## src/rtl/dds_func_gen.sv

```systemverilog
// dds_func_gen: multi-channel DDS function generator with shadow/commit config; define AMP_SCALE_EN for per-channel amplitude scaling
module dds_func_gen #(
  parameter int NUM_CH = 2,
  parameter int ACC_W = 32,
  parameter int OUT_W = 8,
  parameter int LUT_AW = 8,
  parameter int PAT_W = 16,
  localparam int CW = NUM_CH > 1 ? $clog2(NUM_CH) : 1
) (
  input  logic                       clk,
  input  logic                       rst,
  input  logic [NUM_CH-1:0]          ch_en,
  input  logic                       cfg_we,
  input  logic [CW-1:0]              cfg_ch,
  input  logic [2:0]                 cfg_sel,
  input  logic [31:0]                cfg_wdata,
  input  logic [NUM_CH-1:0]          cfg_commit,
  input  logic                       sync_start,
  output logic [NUM_CH*LUT_AW-1:0]   lut_addr,
  input  logic [NUM_CH*OUT_W-1:0]    lut_data,
  output logic [NUM_CH*OUT_W-1:0]    wave_out,
  output logic [NUM_CH-1:0]          commit_pend
);
  localparam int PW = $clog2(PAT_W);
  localparam logic [2:0] M_SINE = 3'd0, M_TRI = 3'd1, M_SQ = 3'd2, M_PWM = 3'd3, M_PAT = 3'd4, M_DC = 3'd5;
  typedef struct packed {
    logic [2:0]       mode;
    logic [ACC_W-1:0] freq;
    logic [7:0]       duty;
    logic [PAT_W-1:0] pat;
    logic [ACC_W-1:0] poff;
  } cfg_t;
  localparam cfg_t CFG_RST = '{mode: M_SINE, freq: '0, duty: 8'h80, pat: '0, poff: '0};
  for (genvar c = 0; c < NUM_CH; c++) begin : g_ch
    cfg_t shd, act;
    logic [ACC_W-1:0] acc, sum, ph;
    logic [OUT_W:0] t;
    logic [OUT_W-1:0] tri_w, raw, raw_d, smp, wave;
    logic [2:0] mode_d;
    logic carry, arm, xfer, wr, pend, en_d, unused_ok;
    assign {carry, sum} = {1'b0, acc} + {1'b0, act.freq};
    assign ph = acc + act.poff;
    assign t = ph[ACC_W-1 -: OUT_W+1];
    assign tri_w = t[OUT_W] ? ~t[OUT_W-1:0] : t[OUT_W-1:0];
    assign arm = pend | cfg_commit[c];
    assign xfer = arm & (~ch_en[c] | carry);
    assign wr = cfg_we & (cfg_ch == CW'(c));
    assign lut_addr[c*LUT_AW +: LUT_AW] = ph[ACC_W-1 -: LUT_AW];
    assign commit_pend[c] = pend;
    assign wave_out[c*OUT_W +: OUT_W] = wave;
    assign smp = mode_d == M_SINE ? lut_data[c*OUT_W +: OUT_W] : raw_d;
    always_comb
      raw = act.mode == M_TRI ? tri_w :
            act.mode == M_SQ  ? {OUT_W{~ph[ACC_W-1]}} :
            act.mode == M_PWM ? {OUT_W{ph[ACC_W-1 -: 8] < act.duty}} :
            act.mode == M_PAT ? {OUT_W{act.pat[ph[ACC_W-1 -: PW]]}} :
            act.mode == M_DC  ? {1'b1, {(OUT_W-1){1'b0}}} : '0;
    always_ff @(posedge clk) begin
      if (rst) begin
        acc <= '0;
        shd <= CFG_RST;
        act <= CFG_RST;
        pend <= 1'b0;
        en_d <= 1'b0;
        mode_d <= M_SINE;
        raw_d <= '0;
      end else begin
        acc <= (sync_start || !ch_en[c]) ? '0 : sum;
        pend <= arm & ~xfer;
        if (xfer) act <= shd;
        if (wr && cfg_sel == 3'd0 && cfg_wdata[2:0] <= M_DC) shd.mode <= cfg_wdata[2:0];
        if (wr && cfg_sel == 3'd1) shd.freq <= ACC_W'(cfg_wdata);
        if (wr && cfg_sel == 3'd2) shd.duty <= cfg_wdata[7:0];
        if (wr && cfg_sel == 3'd3) shd.pat <= PAT_W'(cfg_wdata);
        if (wr && cfg_sel == 3'd4) shd.poff <= ACC_W'(cfg_wdata);
        en_d <= ch_en[c];
        mode_d <= act.mode;
        raw_d <= raw;
      end
    end
`ifdef AMP_SCALE_EN
    logic [7:0] shd_amp, act_amp, amp_d, amp_q;
    logic [OUT_W-1:0] s2;
    logic [OUT_W+7:0] prod;
    assign prod = (OUT_W+8)'(s2) * (OUT_W+8)'(amp_q);
    assign unused_ok = &{1'b0, ph, prod[7:0]};
    always_ff @(posedge clk) begin
      if (rst) begin
        shd_amp <= 8'hFF;
        act_amp <= 8'hFF;
        amp_d <= 8'hFF;
        amp_q <= 8'hFF;
        s2 <= '0;
        wave <= '0;
      end else begin
        if (wr && cfg_sel == 3'd5) shd_amp <= cfg_wdata[7:0];
        if (xfer) act_amp <= shd_amp;
        amp_d <= act_amp;
        amp_q <= amp_d;
        s2 <= en_d ? smp : '0;
        wave <= amp_q == 8'hFF ? s2 : prod[OUT_W+7:8];
      end
    end
`else
    assign unused_ok = &{1'b0, ph};
    always_ff @(posedge clk) begin
      if (rst) wave <= '0;
      else wave <= en_d ? smp : '0;
    end
`endif
  end
endmodule

```

## config.mk

```make
export PLATFORM = sky130hd
export DESIGN_NAME = dds_func_gen
export DESIGN_NICKNAME = d
export VERILOG_FILES = /design/src/rtl/dds_func_gen.sv
export SDC_FILE = /design/constraint.sdc
export NUM_CORES = 1
export LEC_CHECK = 0
export CORE_MARGIN = 1.5
export CORE_UTILIZATION = 35
export CTS_BUF_LIST = sky130_fd_sc_hd__clkbuf_8
export CTS_CLUSTER_SIZE = 20
export DETAILED_ROUTE_END_ITERATION = 7
export SYNTH_ARGS = -nofsm -noshare
export SYNTH_HDL_FRONTEND = slang
export SYNTH_SLANG_ARGS = --single-unit
```

## constraint.sdc

```tcl
create_clock -name clk -period 4 [get_ports clk]
set_clock_uncertainty 0.05 [all_clocks]
set_input_delay 0.8 -clock clk [delete_from_list [all_inputs] [get_ports clk]]
set_output_delay 0.8 -clock clk [all_outputs]
set_load 0.05 [all_outputs]
```

==> Yosys cells after proc, flatten, opt, wreduce, memory -nomap -nowiden <==
Cells that the tools add are included.
{ "totals": {"regBits": 470, "in_bits": 60, "output_inout_bits": 34, "wordCells": 117} }
{ "op_classes": {"addsub": 4, "magnitude_cmp": 5, "n_eq_ne": 14, "mux": 18, "bitwise": 21, "reduce_logical": 23} }
{ "ops": {"columns": ["operator", "n"], "rows": [
  ["8-bit 2-to-1 mux", 14],
  ["32-bit by 32-bit adder with 33-bit output", 2],
  ["32-bit adder", 2],
  ["3-bit by 2-bit == test with 1-bit output, second input constant", 6],
  ["8-bit < comparator", 2],
  ["8-bit NOT", 2],
  ["3-bit == test, second input constant", 5],
  ["1-bit logical AND", 12],
  ["4-bit by 5-bit < comparator with 1-bit output, second input constant", 2],
  ["3-bit by 1-bit == test with 1-bit output, second input constant", 3],
  ["3-bit logical NOT", 3],
  ["1-bit NOT", 9],
  ["1-bit binary-select mux with 4-bit select", 2],
  ["2-bit OR reduction", 4],
  ["1-bit AND", 6],
  ["1-bit bitwise OR", 4],
  ["3-bit less-or-equal comparator, second input constant", 1],
  ["1-bit logical NOT", 2],
  ["1-bit logical OR", 2],
  ["1-bit 2-to-1 mux", 2]
]} }

==> Logic depth before layout (Yosys ltp) <==
{ "depth": {"depth_word": 7, "ltp_mapped": 19, "mapped_depth_nobuf": 18} }

==> Worst setup path before layout <==
No wires, ideal clock.
{ "synth_timing": {"path_kind": "register -> register", "start": "register g_ch[1].act[4] (netlist name)", "end": "register g_ch[1].raw_d[0]", "setup_time_ps": 142, "t_arrival_ps": 4269, "required_ps": 3808, "path_slack_ps": -460, "stages_incl_launch_ff": 19, "n_path_buf": 1, "period_less_slack_ps": 4460, "path_cell_list": "dfxtp_1 ha_1 a221oi_1 nand3_1 a221o_1 a2111oi_4 o21ai_0 a21oi_1 xnor2_1 clkbuf_1 inv_1 ha_1 and4_1 nand2_1 a21oi_1 a21o_1 nor2_1 inv_1 o211ai_1"} }
{ "synth_between": {"elab_chain_cells": 7, "word_cells_on_any_way": 11, "cone_classes": "add/sub (1); order compare (1); mux (7); bitwise (2)"} }
{ "synth_rtl": {"columns": ["item", "line", "source"], "rows": [
  ["from (decl)", "35", "cfg_t shd, act;"],
  ["from (signal assigned)", "62", "act <= CFG_RST;"],
  ["from (signal assigned)", "70", "if (xfer) act <= shd;"],
  ["32-bit adder *", "42", "assign ph = acc + act.poff;"],
  ["via lut_addr[15]", "19", "output logic [NUM_CH*LUT_AW-1:0] lut_addr,"],
  ["1-bit binary-select mux with 4-bit select", "56", "act.mode == M_PAT ? {OUT_W{act.pat[ph[ACC_W-1 -: PW]]}} :"],
  ["1-bit 2-to-1 mux (implied by the code)", "56", null],
  ["8-bit 2-to-1 mux", "56", null],
  ["8-bit 2-to-1 mux", "55", "act.mode == M_PWM ? {OUT_W{ph[ACC_W-1 -: 8] < act.duty}} :"],
  ["8-bit 2-to-1 mux", "54", "act.mode == M_SQ ? {OUT_W{~ph[ACC_W-1]}} :"],
  ["8-bit 2-to-1 mux *", "53", "raw = act.mode == M_TRI ? tri_w :"],
  ["to (signal assigned)", "78", "raw_d <= raw;"],
  ["to (decl)", "38", "logic [OUT_W-1:0] tri_w, raw, raw_d, smp, wave;"]
]} }
The timed path passes the listed nets; every way through them passes the cells marked *. The select of a mux whose other input is x is not followed.
A chain may end at the register's enable or synchronous reset.

==> Final worst setup path <==
{ "layout_timing": {"start": "register g_ch[1].act[13] (netlist name)", "end": "output port lut_addr[15]"} }
{ "layout_between": {"elab_chain_cells": 1} }
{ "layout_rtl": {"columns": ["item", "line"], "rows": [
  ["32-bit adder", "42"],
  ["to (decl)", "19"]
]} }
Every way passes these cells.

==> impl_metrics.ini <==
[setup_path]
cpMaxStageDelayCell = ha_1
start_kind = flop
crit_top_cell = a21oi_2
crit_family = compound AO/OA/AOI/OAI gates
path_cells = ha_1 > a21oi_2 > a21boi_0 > o31a_1 > a2111oi_4 > buf_4 > o21ai_2 > a21oi_2 > xnor2_2 > clkinvlp_4 > buf_8
slowest_delay_ns = 0.35
critPathKind = flop to primary output
crit_arrival_ns = 3.24
cp_max_fo = 4
end_kind = primary output
path_buf_inv = 3
worstPathRequired_ns = 3.15

[synth]
synth.area.top_cells = dfxtp_1 (44%), ha_1 (8.0%), nand2_1 (6.4%), a21oi_1 (6.2%), mux2i_1 (6.1%)
syn_avg_cell_area_um2 = 8.79
synth_top_area_cell = dfxtp_1
synth_edf_count = 0
yosysTopAreaCellShare_pct = 43.5
synth.distinct_cells = 68
synth-seq-cells = 470
yosysSeqAreaShare_pct = 43.5
yosysWarnings = 0
synthCells = 2459
syn_area_um2 = 21600
syn_nets = 2659
async_reset_ff_share_pct = 0
synthFlopType = dfxtp_1

[route]
route.detailed.drc = 0
drt_iter0_drc = 1004
first_pass_iters = 5
routed_wl_mm = 59.8
ant_nets = 0
wl_per_cell_um = 17.4
drt-vias-per-instance = 5.21
vias = 17920

[power]
power_density_nw_per_um2 = 394
p_leak_uw = 0.0113
ir_drop_v = 0.000206

[sta]
layout_setup_ws_ns = -0.0858
rsz0062_at_grt = true
slew_headroom_pct = 22.1
slew_violations = 0
fin_setup_tns_ns = -0.290
finalCritPeriodShare_pct = 102
setup_viol = 5
hold_ws_ns = 0.402
min_period_ns = 4.09
hold_viol = 0
worst_pin_slew_ns = 1.16
fmax_ghz = 0.245

[floorplan]
ioPinCount = 94
initial_utilization_pct = 35.6
die_h_um = 252
core_area_um2 = 60700
dieArea_um2 = 63300
num_rows = 90
dieWidth_um = 252

[placement]
dp.cells = 3263
placed_cell_area_um2 = 23700
gp_congestion = 0.875
port_buffers = 93
hpwlAfterDp_mm = 39.8
pre_cts_ws_ns = 0.108

[finish]
mostFrequentLayoutCell = dfxtp_1
num-fill-cells = 5852
area_delta_synth_final_pct = 21.0
final_cell_mix = dfxtp_1 (460), nand2_1 (369), a21oi_1 (261)
final_nets = 2800
fin_area_um2 = 26200
drive_above_1_share_pct = 11.8
fin_cells = 3442

[cts]
clock_latency_ns = 0.67
cts_tree = built
root_buffer = clkbuf_8
clkTransAtPathRegs_ns = 0.06
clockBufferDepth = 3
htree_num_levels = 3
cts_inserted_buffers = 80
numClockSinks = 470

[global_routing]
grt-ovfl-total = 0
grt_max_degree = 163
grt_pass1_vias = 17706
grt_pass1_wl_mm = 94.3
grt_antenna_before_repair = 1
grt_usage_pct = 18.6

[run_status]
violations = setup timing
outcome = finished with violations

[hold_path]
hp-class = flop to flop

[run]
maxCapViolCount = 0
per-layer routing:
| layer | up-vias | wire length [um] | global-route usage [%] |
|---|---|---|---|
| met5 | - | 0 | 0 |
| met4 | 0 | 1630 | 6.68 |
| met3 | 101 | 2320 | 3.19 |
| met2 | 344 | 28300 | 31.0 |
| met1 | 8649 | 27500 | 24.2 |
| li1 | 8826 | - | - |
worst paths after layout:
check / from / slack, ns / to / depth (start not counted)
max reg2reg: g_ch[1].act[13] / 0.05 / g_ch[1].raw_d[3] / 20
max: g_ch[1].act[13] / -0.09 / lut_addr[15] / 11
min: g_ch[0].shd[72] / 0.40 / g_ch[0].shd[72] / 2
min reg2reg: g_ch[0].shd[72] / 0.40 / g_ch[0].shd[72] / 2
synth_stat cells, types with 6 or more instances:
library cell,n
a211oi_1,10
a21boi_0,7
a21o_1,45
a21oi_1,268
a31oi_1,10
and2_1,10
and3_1,12
and4_1,7
buf_2,11
clkbuf_1,105
dfxtp_1,470
ha_1,138
inv_1,60
mux2i_1,131
nand2_1,370
nand2b_1,15
nand3_1,33
nand4_1,12
nor2_1,245
nor2b_1,99
nor3_1,33
nor3b_1,6
o211ai_1,12
o21a_1,17
o21ai_0,53
o21bai_1,15
o22a_1,90
o22ai_1,6
or3_1,6
xnor2_1,35
xor2_1,44
cell families after synthesis:
group | after synthesis | synth area share, %
compound gates | 586 | 17.6
xor+xnor | 79 | 3.20
fa+ha+maj | 140 | 8.17
buf+inv | 185 | 3.35
flops | 470 | 43.5
mux | 135 | 6.48
simple gates | 864 | 17.7
area by class of cell:
class / count / area, um^2 / share of cell area (%)
multi-input combinational: 1804 / 12000 / 45.7
tap: 782 / 978 / 3.74
clock buffer: 102 / 1400 / 5.37
inverter: 60 / 229 / 0.875
antenna: 1 / 2.50 / 0.00957
timing repair buffer: 184 / 1870 / 7.17
sequential: 470 / 9430 / 36.0
clock inverter: 39 / 289 / 1.10
repair_timing:
| action | CTS | global route |
|---|---|---|
| pin swaps | 33 | 33 |
| endpoints found under the setup margin | 14 | 145 |
| resized for setup | 52 | 50 |
| setup buffers | 21 | 18 |
| hold buffers | 0 | 0 |
power breakdown:
group	switching [uW]	internal, uW	total, uW
Sequential	68.5	4800	4870
Clock	2010	2550	4560
Combinational	521	365	886
Total	2600	7720	10300
through the flow:
stage                     utilization [%]  power [uW]
after floorplan                         -        5480
after global placement               39.1        5790
after detailed placement             39.1        5800
after CTS                            42.6       10400
after global routing                 43.1       10700
final                                43.1       10300
worst min-delay path, stage by stage, from the launching register on:
cell	delay [ns]
dfxtp_1	0.31
nand2_1	0.05
a21oi_1	0.05
registers in the layout, summed over array words and instances (netlist names):
| name | cells |
|---|---|
| g_ch.acc | 64 |
| g_ch.act | 182 |
| g_ch.en_d | 2 |
| g_ch.mode_d | 6 |
| g_ch.pend | 2 |
| g_ch.raw_d | 16 |
| g_ch.shd | 182 |
| g_ch.wave | 16 |
Power figures use the tool's default switching activity.
